**src/rtl/ext_pipe.sv**
```systemverilog
// Immediate and load-data extender feeding a DEPTH-stage elastic valid/ready pipeline.
// Latency DEPTH cycles; ready chain is combinational so a stalled consumer backs up to in_ready.
module ext_pipe #(
  parameter  int DATA_W = 32,
  parameter  int IMM_W  = 16,
  parameter  int DEPTH  = 2,
  parameter  int TAG_W  = 5,
  localparam int OFF_W  = $clog2(DATA_W / 8),
  localparam int CNT_W  = $clog2(DEPTH + 1)
) (
  input  logic              clk,
  input  logic              reset,
  input  logic              flush,
  input  logic              in_valid,
  output logic              in_ready,
  input  logic [2:0]        in_op,
  input  logic [IMM_W-1:0]  in_imm,
  input  logic [DATA_W-1:0] in_word,
  input  logic [OFF_W-1:0]  in_off,
  input  logic [TAG_W-1:0]  in_tag,
  output logic              out_valid,
  input  logic              out_ready,
  output logic [DATA_W-1:0] out_data,
  output logic [TAG_W-1:0]  out_tag,
  output logic              out_err,
  output logic [CNT_W-1:0]  count
);

  typedef enum logic [2:0] {
    OP_ZERO, OP_SIGNED, OP_LUI, OP_LB, OP_LBU, OP_LH, OP_LHU, OP_RSVD
  } op_e;

  logic [OFF_W+2:0]  sh_b, sh_h;
  logic [7:0]        ld_b;
  logic [15:0]       ld_h;
  logic [DATA_W-1:0] ext_dat;
  logic              ext_err;

  // Halfword lane ignores off[0]; misalignment is only flagged, never realigned.
  assign sh_b = {in_off, 3'b000};
  assign sh_h = {in_off[OFF_W-1:1], 4'b0000};
  assign ld_b = 8'(in_word >> sh_b);
  assign ld_h = 16'(in_word >> sh_h);

  always_comb begin
    ext_dat = '0;
    ext_err = 1'b0;
    case (op_e'(in_op))
      OP_ZERO:   ext_dat = {{(DATA_W-IMM_W){1'b0}}, in_imm};
      OP_SIGNED: ext_dat = {{(DATA_W-IMM_W){in_imm[IMM_W-1]}}, in_imm};
      OP_LUI:    ext_dat = {in_imm, {(DATA_W-IMM_W){1'b0}}};
      OP_LB:     ext_dat = {{(DATA_W-8){ld_b[7]}}, ld_b};
      OP_LBU:    ext_dat = {{(DATA_W-8){1'b0}}, ld_b};
      OP_LH: begin
        ext_dat = {{(DATA_W-16){ld_h[15]}}, ld_h};
        ext_err = in_off[0];
      end
      OP_LHU: begin
        ext_dat = {{(DATA_W-16){1'b0}}, ld_h};
        ext_err = in_off[0];
      end
      default:   ext_err = 1'b1;
    endcase
  end

  logic [DEPTH:0]   rdy;
  logic             in_fire, out_fire;
  logic [CNT_W-1:0] cnt_q, cnt_d;

  assign rdy[DEPTH] = out_ready;
  assign in_ready   = reset && !flush && rdy[0];
  assign in_fire    = in_valid && in_ready;

  for (genvar i = 0; i < DEPTH; i++) begin : g_stage
    logic              vld_q, err_q;
    logic [DATA_W-1:0] dat_q;
    logic [TAG_W-1:0]  tag_q;
    logic              up_vld, up_err;
    logic [DATA_W-1:0] up_dat;
    logic [TAG_W-1:0]  up_tag;

    assign rdy[i] = !vld_q || rdy[i+1];

    if (i == 0) begin : g_head
      assign up_vld = in_fire;
      assign up_dat = ext_dat;
      assign up_tag = in_tag;
      assign up_err = ext_err;
    end else begin : g_body
      assign up_vld = g_stage[i-1].vld_q;
      assign up_dat = g_stage[i-1].dat_q;
      assign up_tag = g_stage[i-1].tag_q;
      assign up_err = g_stage[i-1].err_q;
    end

    // Payload only loads on a real transfer so a stalled head stays stable.
    always_ff @(posedge clk or negedge reset) begin
      if (!reset) begin
        vld_q <= 1'b0;
        dat_q <= '0;
        tag_q <= '0;
        err_q <= 1'b0;
      end else if (flush) begin
        vld_q <= 1'b0;
      end else if (rdy[i]) begin
        vld_q <= up_vld;
        if (up_vld) begin
          dat_q <= up_dat;
          tag_q <= up_tag;
          err_q <= up_err;
        end
      end
    end
  end

  assign out_valid = g_stage[DEPTH-1].vld_q;
  assign out_data  = g_stage[DEPTH-1].dat_q;
  assign out_tag   = g_stage[DEPTH-1].tag_q;
  assign out_err   = g_stage[DEPTH-1].err_q;
  assign out_fire  = out_valid && out_ready;

  always_comb begin
    cnt_d = cnt_q;
    if (flush) cnt_d = '0;
    else       cnt_d = cnt_q + CNT_W'(in_fire) - CNT_W'(out_fire);
  end

  always_ff @(posedge clk or negedge reset) begin
    if (!reset) cnt_q <= '0;
    else        cnt_q <= cnt_d;
  end

  assign count = cnt_q;

endmodule

```
**config.mk**
```make
export PLATFORM = sky130hd
export DESIGN_NAME = ext_pipe
export DESIGN_NICKNAME = d
export VERILOG_FILES = /design/src/rtl/ext_pipe.sv
export SDC_FILE = /design/constraint.sdc
export NUM_CORES = 1
export LEC_CHECK = 0
export ABC_AREA = 1
export CORE_MARGIN = 4
export CORE_UTILIZATION = 53
export CTS_CLUSTER_SIZE = 16
export DETAILED_ROUTE_END_ITERATION = 7
export PLACE_DENSITY = 0.87
export SLEW_MARGIN = 20
export SYNTH_ARGS = -nofsm -noshare
export SYNTH_HDL_FRONTEND = slang
export SYNTH_SLANG_ARGS = --single-unit
export TNS_END_PERCENT = 1
```
**constraint.sdc**
```tcl
create_clock -name clk -period 3.8 [get_ports clk]
set_clock_uncertainty 0.1 [all_clocks]
set_input_delay 0.57 -clock clk [delete_from_list [all_inputs] [get_ports clk]]
set_output_delay 0.57 -clock clk [all_outputs]
set_load 0.02 [all_outputs]
```
# ---- Word-level counts from Yosys, hierarchy flattened
# Cells that the tools add are included.
dict set report totals {
  regBits 80
  latch_bits 0
  mem_bits_rw 0
  romBits 0
  in_bits 63
  output_inout_bits 42
  elab_cells 43
  memories 0
}
dict set report op_classes {
  addsub 2
  n_mul 0
  n_div 0
  order_cmp 0
  n_eq_ne 6
  shifts 2
  muxes 7
  bitwise 1
  reduce_logical 16
}
# cell count
set op_table {}
lappend op_table {{$pmux 32 s7} 1}
lappend op_table {{$shr 32x5->16} 1}
lappend op_table {{$shr 32x5->8} 1}
lappend op_table {{$eq 3x3->1 const B} 3}
lappend op_table {{$eq 3x2->1 const B} 2}
lappend op_table {{$reduce_and 3->1} 2}
lappend op_table {{$reduce_or 5->1} 1}
lappend op_table {{$logic_and 1x1->1} 4}
lappend op_table {{$mux 1} 4}
lappend op_table {{$reduce_bool 2->1} 2}
lappend op_table {{$eq 3x1->1 const B} 1}
lappend op_table {{$logic_not 1->1} 3}
lappend op_table {{$logic_not 3->1} 1}
lappend op_table {{$add 2x1->2} 1}
lappend op_table {{$logic_or 1x1->1} 2}
lappend op_table {{$mux 2} 1}
lappend op_table {{$pmux 1 s2} 1}
lappend op_table {{$reduce_or 2->1} 1}
lappend op_table {{$sub 2x1->2} 1}
lappend op_table {{$not 1->1} 1}

# ---- Depth between registers and ports, before layout
# Gate-level depths: netlist (run 1).
dict set report depth {
  depth_word 8
  ltp_mapped 11
  depth_no_buf 10
}

# ---- Worst setup path after synthesis (run 1)
# No wires, ideal clock.
dict set report synth_path {
  path_kind {input -> register}
  start {input out_ready}
  end {register cnt_q[1], in the netlist count[1]}
  setup_ns 0.118
  arrival_time_ns 1.863
  required_ns 3.582
  setup_slack_ns 1.719
  stages 11
  path_buffers 1
  path_cell_list {inv_1 -> nand3_1 -> nand3_1 -> inv_1 -> nand2_2 -> buf_2 -> ha_1 -> inv_1 -> ha_1 -> xor2_1 -> nor2_1}
}
dict set report synth_via {
  elab_chain_cells 7
  elab_cells_between_ends 8
  cone_classes {2 x add/sub; 1 x mux; 5 x reduce/logical}
}
# item line
set synth_rtl {}
lappend synth_rtl {{from (decl)} 22} ;# input logic out_ready,
lappend synth_rtl {{$logic_or 1x1->1 (2 in a row)} 82} ;# assign rdy[i] = !vld_q || rdy[i+1];
lappend synth_rtl {{$logic_and 1x1->1} 71} ;# assign in_ready = reset && !flush && rdy[0];
lappend synth_rtl {{via in_ready} 15} ;# output logic in_ready,
lappend synth_rtl {{$logic_and 1x1->1} 72} ;# assign in_fire = in_valid && in_ready;
lappend synth_rtl {{$add 2x1->2} 125} ;# else cnt_d = cnt_q + CNT_W'(in_fire) - CNT_W'(out_fire);
lappend synth_rtl {{$sub 2x1->2} 125}
lappend synth_rtl {{$mux 2} 124} ;# if (flush) cnt_d = '0;
lappend synth_rtl {{via cnt_d[1]} 68} ;# logic [CNT_W-1:0] cnt_q, cnt_d;
lappend synth_rtl {{to (signal assigned)} 130} ;# else cnt_q <= cnt_d;
lappend synth_rtl {{to (decl)} 68}
# The timed path passes the listed nets, and every way through them passes these cells.
# A chain may end at the register's enable or synchronous reset.

# ---- Worst setup path in the final report (run 1)
dict set report layout_path {
  start {input out_ready}
  end {output in_ready}
}
dict set report layout_via {
  elab_chain_cells 3
}
# item line
set layout_rtl {}
lappend layout_rtl {{$logic_or 1x1->1 (2 in a row)} 82}
lappend layout_rtl {{$logic_and 1x1->1} 71}
lappend layout_rtl {{to (decl)} 15}
# No other way between the ends.

==> metrics.txt, run 1 <==
vias=3631; register area share after synthesis=0.503; Hold-fix buffers, CTS=0; net count after synthesis=563; switching share of power=0.287; Worst EP required=3.13 ns; Netlist cell types=24; CP Capture Type=output port; cell count after synthesis=498; Slew Viols, Final=0; First DRT Iteration DRCs=283; Flop pwr share=0.419; core area=7290 µm²; headroom to the max-slew limit=0.418; largest area contributor in the netlist=dfrtp_1; Cell Rows=31; vias in the first global route=3611; share of the synthesized area in the top cell type=0.503; diode count=0; Tcrit/Tclk final=0.689; Worst Tran Pin Value=0.869 ns; CTS Sinks=80; global route overflow=0; mean post-synth cell area=7.99 µm²; TNS Setup=0 ns; commonest non-fill, non-tap cells in the layout=195 x nand2_1, 103 x clkdlybuf4s50_1, 80 x dfrtp_1, 49 x inv_1, 49 x nor2_1; YS warnings=0; Achievable Freq=382 MHz; largest cells by area after synthesis=dfrtp_1 50%, nand2_1 18%, mux2_2 8.8%; CP Launch Type=input port; VDD IR-drop max=285 µV; final hold violations=0; min setup slack post-route=1.18 ns; commonest non-fill, non-tap cell in the layout=nand2_1; synthesized area=3980 µm²; # setup viols final=0; CTS tree=built; worst hold slack=0.171 ns; DR WL/cell=14.6 µm; clock slew at reported path FFs=0.08 ns; crit path kind=input port to output port; Starting Density=0.546; Worst Setup Slack post-DPL=1.08 ns; Buffers on Ports=104; crit-path max FO=2; antenna violations before repair=0; Longest Clk Path Bufs=2; global-route wire length before repair=16800 µm; Total Routing Usage GR=0.241; worst hold path type=input port to async pin; Worst R2R Path Depth=5; layout cells sized above 1=0.103; H-tree levels=3; clock share of power=0.304; final wirelength=10300 µm; PostCTS Resize Cnt=0; layout overhead on the synthesized area=34.4%; synthesis-stage register bit count=80; RSZ-0062 raised after global routing=no; die width=94.7 µm; # DRC=0; DP Wirelength=7300 µm; CTS buffer count=9; drt pass-1 iters=5; I/O Pins=105; Die Area=8960 µm²; max-cap viol count=0; Post-DRT Antenna Nets=0; CP arrival=1.95 ns; Root Driver=clkbuf_8; Lkg Pwr=2.87 nW; Logic pwr share=0.277; Post-CTS Setup Bufs=0; P_sw=762 µW; Final min period=2.62 ns; clk_lat worst skew=0.36 ns; largest net degree at the start of global routing=81; GPL Wtd Cong=0.873; height of the chip=94.7 µm; via-per-instance ratio=5.17; status=completed; internal power=1.89 mW; layout net count=664; PwrDens=496 nW/µm²
[state kept, by name (all words and copies together) (netlist names)]
name,count
out_valid,1
g_stage.dat_q,32
out_err,1
g_stage.tag_q,5
out_tag,5
count,2
g_stage.vld_q,1
g_stage.err_q,1
out_data,32
[final cells by class]
| type | count | area (µm²) |
|---|---|---|
| sequential | 80 | 2000 |
| clock inverter | 5 | 129 |
| tap | 99 | 124 |
| inverter | 54 | 203 |
| fill | 562 | 1940 |
| timing repair buffer | 110 | 1100 |
| multi-input combinational | 344 | 1670 |
| clock buffer | 10 | 128 |
[worst paths after layout]
| path | from | to | slack [ns] |
|---|---|---|---|
| setup / recovery | out_ready | in_ready | 1.18 |
| hold / removal | reset | g_stage[0].tag_q[1] | 0.17 |
| setup reg to reg | out_valid | out_tag[4] | 1.80 |
| hold reg to reg | g_stage[0].dat_q[17] | g_stage[0].dat_q[17] | 0.38 |
| max in group asynchronous | reset | g_stage[0].dat_q[19] | 2.84 |
| min in group clk | g_stage[0].dat_q[17] | g_stage[0].dat_q[17] | 0.38 |
[logic make-up after synthesis]
group	count (synthesis)	share of synthesized area
AOI/OAI and AO/OA	32	0.0456
adders and majority gates	2	0.00628
buffers and inverters	74	0.0776
xor gates and xnor gates	2	0.00440
DFF	80	0.503
muxes	31	0.0877
and+or+nand+nor	277	0.276
[Yosys cell counts]
library cell	number
nand2_1	195
dfrtp_1	80
inv_1	49
nor2_1	49
mux2_2	31
nand3_1	25
o21ai_0	14
buf_2	13
o21a_1	8
a21oi_1	7
buf_4	4
inv_2	4
nand2_2	4
clkbuf_1	3
ha_1	2
o21ai_1	2
clkinv_1	1
nand3_2	1
nand4_1	1
nor3_1	1
nor3_2	1
o22ai_1	1
xnor2_1	1
xor2_1	1
[through the flow]
step | utilization | cells | area [µm²] | total power, mW
floorplan | - | 498 | 3980 | 1.48
global placement | 0.696 | 686 | 5070 | 1.83
detailed placement | 0.696 | 686 | 5070 | 1.86
CTS | 0.731 | 701 | 5330 | 2.66
global route | 0.734 | 702 | 5350 | 2.78
finish | 0.734 | 702 | 5350 | 2.65
[power by group through the flow]
| stage | Clock [mW] | Sequential (mW) | Combinational, mW |
|---|---|---|---|
| floorplan | 0 | 1.24 | 0.243 |
| global placement | 0 | 1.12 | 0.711 |
| detailed placement | 0 | 1.13 | 0.733 |
| CTS | 0.812 | 1.11 | 0.741 |
| global route | 0.852 | 1.14 | 0.796 |
| finish | 0.806 | 1.11 | 0.737 |
[layer usage]
metal	global-route usage	vias up	routed length [µm]
met5	0	-	0
met4	0.0721	0	144
met3	0.0550	18	754
met2	0.409	136	5090
met1	0.309	1738	4260
li1	-	1739	-
[critical path, stage by stage]
cell and delay, ns:
clkdlybuf4s50_1 0.47, inv_1 0.05, nand3_1 0.09, nand3_1 0.08
inv_1 0.08, clkdlybuf4s50_1 0.60
Power figures use the tool's default switching activity.
==> run 2, diff against run 1 <==
--- a/config.mk
+++ b/config.mk
@@ -7,10 +7,10 @@
 export LEC_CHECK = 0
 export ABC_AREA = 1
 export CORE_MARGIN = 4
-export CORE_UTILIZATION = 53
+export CORE_UTILIZATION = 44
 export CTS_CLUSTER_SIZE = 16
 export DETAILED_ROUTE_END_ITERATION = 7
-export PLACE_DENSITY = 0.87
+export PLACE_DENSITY = 0.77
 export SLEW_MARGIN = 20
 export SYNTH_ARGS = -nofsm -noshare
 export SYNTH_HDL_FRONTEND = slang
==> constraint.sdc (replaced) <==
create_clock -name clk -period 2.24 [get_ports clk]
set_clock_uncertainty 0.1 [all_clocks]
set_input_delay 0.336 -clock clk [delete_from_list [all_inputs] [get_ports clk]]
set_output_delay 0.336 -clock clk [all_outputs]
set_load 0.02 [all_outputs]
==> metrics.txt, run 2 (same netlist as run 1, synthesis figures left out) <==
worst r2r src=out_valid; I/O Pins=105 (unchanged); critical path's slowest cell=clkdlybuf4s50_1; Layout Utilization=0.615 (-0.119); largest net degree at the start of global routing=81 (unchanged); FILL cells=744 (+32%); CP top delay family=buffers and inverters; Root Driver=clkbuf_8; CTS tree=built; Final min period=1.80 ns; antenna violations before repair=0 (unchanged); crit path kind=flip-flop to output port; drt pass-1 iters=4 (-1); diode count=0 (unchanged); global-route wire length before repair=16400 µm (-2.4%); height of the chip=103 µm (+8.9%); DR WL/cell=14.0 µm (-4.1%); VDD IR-drop max=406 µV (+42%); CP Launch Point=out_valid; worst hold path type=input port to async pin; CP arrival=1.36 ns (-0.59 ns); H-tree levels=3 (unchanged); Crit path depth=1 (-5); core area=8760 µm² (+20%); Post-DRT Antenna Nets=0 (unchanged); vias=3505 (-3.5%); CP Capture Type=output port; commonest non-fill, non-tap cell in the layout=nand2_1; r2r setup slk=0.56 ns (-1.24 ns); Worst R2R End=count[1]; Achievable Freq=557 MHz; TNS Setup=0 ns (unchanged); Post-CTS Setup Bufs=0 (unchanged); PwrDens=814 nW/µm² (+64%); Buffers on Ports=104 (unchanged); die width=103 µm (+8.9%); crit-path max cell delay=0.62 ns (+0.02 ns); Slew Viols, Final=0 (unchanged); Tcrit/Tclk final=0.802; CTS buffer count=9 (unchanged); Longest Clk Path Bufs=2 (unchanged); worst path bufs/invs=1 (-3); status=completed; headroom to the max-slew limit=0.473 (+0.0555); Lkg Pwr=2.88 nW (+0.62%); GPL Wtd Cong=0.897 (+2.7%); DP Wirelength=7370 µm (+1.1%); Starting Density=0.454 (-0.0917); crit path to=out_valid; crit-path max FO=4 (+2); layout cells sized above 1=0.112 (+0.00902); Worst Tran Pin Value=0.786 ns (-0.0828 ns); final wirelength=10000 µm (-2.2%); RSZ-0062 raised after global routing=no; via-per-instance ratio=4.90 (-5.4%); total design power=4.38 mW (+65%); CP Launch Type=flip-flop; # setup viols final=0 (unchanged); clock slew at reported path FFs=0.08 ns (about the same); worst path cell trace=clkdlybuf4s50_1; layout overhead on the synthesized area=35.3%; Worst EP required=1.80 ns (-1.33 ns); vias in the first global route=3520 (-2.5%); commonest non-fill, non-tap cells in the layout=195 x nand2_1, 102 x clkdlybuf4s50_1, 80 x dfrtp_1, 49 x inv_1, 49 x nor2_1; final hold violations=0 (unchanged); layout net count=668 (+0.60%); Total Routing Usage GR=0.198 (-0.0435); Worst R2R Path Depth=9 (+4); worst hold slack=0.000139 ns (-0.171 ns); global route overflow=0 (unchanged); First DRT Iteration DRCs=170 (-40%); clk_lat worst skew=0.35 ns (about the same); CTS Sinks=80 (unchanged); # DRC=0 (unchanged); max-cap viol count=0 (unchanged); Cell Rows=34 (+9.7%); Die Area=10600 µm² (+19%)
==> run 2: cell types whose count changed in the layout (fill, tap and decap cells not counted), sizes merged <==
cell and delta:
clkinvlp +4, buf +4, bufinv -1, inv -1
clkdlybuf4s50 -1, clkbuf -1, dlymetal6s2s +1
==> run 2: layout make-up <==
type | count | area (µm²) | area share
clock buffer | 9 | 124 | 0.0230
clock inverter | 7 | 120 | 0.0223
inverter | 54 | 203 | 0.0376
multi-input combinational | 344 | 1670 | 0.310
sequential | 80 | 2000 | 0.372
tap | 108 | 135 | 0.0251
timing repair buffer | 114 | 1130 | 0.210
==> run 2: worst min-delay path by stage <==
stage | startpoint | to | slack, ns | cells after the start
2_1_floorplan | reset | count[0] | -0.06 | 0
3_3_place_gp | g_stage[0].dat_q[1] | g_stage[0].dat_q[1] | 0.36 | 2
3_5_place_dp | g_stage[0].dat_q[2] | g_stage[0].dat_q[2] | 0.36 | 2
4_1_cts | reset | out_tag[0] | 0.19 | 2
5_1_grt | reset | out_tag[0] | 0.07 | 2
6_report | reset | out_tag[4] | 0.0001 | 2
==> run 2: stage by stage <==
stage | std cells | cell area, µm² | worst slack, ns
finish | 716 | 5390 | 0.443
global route | 716 | 5390 | 0.229
CTS | 716 | 5380 | 0.0982
detailed placement | 700 | 5140 | 0.101
global placement | 700 | 5140 | 0.127
floorplan | 498 | 3980 | 0.246
==> run 2: layer usage <==
metal  up-vias  track usage  share of wire
met1      1642        0.258           0.44
met5         -            0              0
met2       105        0.327           0.48
li1       1738            -              -
met4         0       0.0747          0.020
met3        20       0.0386          0.055
==> run 2: where the power goes <==
part | switching [mW] | total, mW | internal (mW)
combinational | 0.610 | 1.24 | 0.630
sequential | 0.149 | 1.88 | 1.73
clock | 0.525 | 1.26 | 0.739
==> run 2: what timing repair did <==
item	4_1_cts	5_1_grt
endpoints found under the hold margin	0	0
resized for setup	0	1
hold buffers	0	0
setup endpoints to repair	0	1
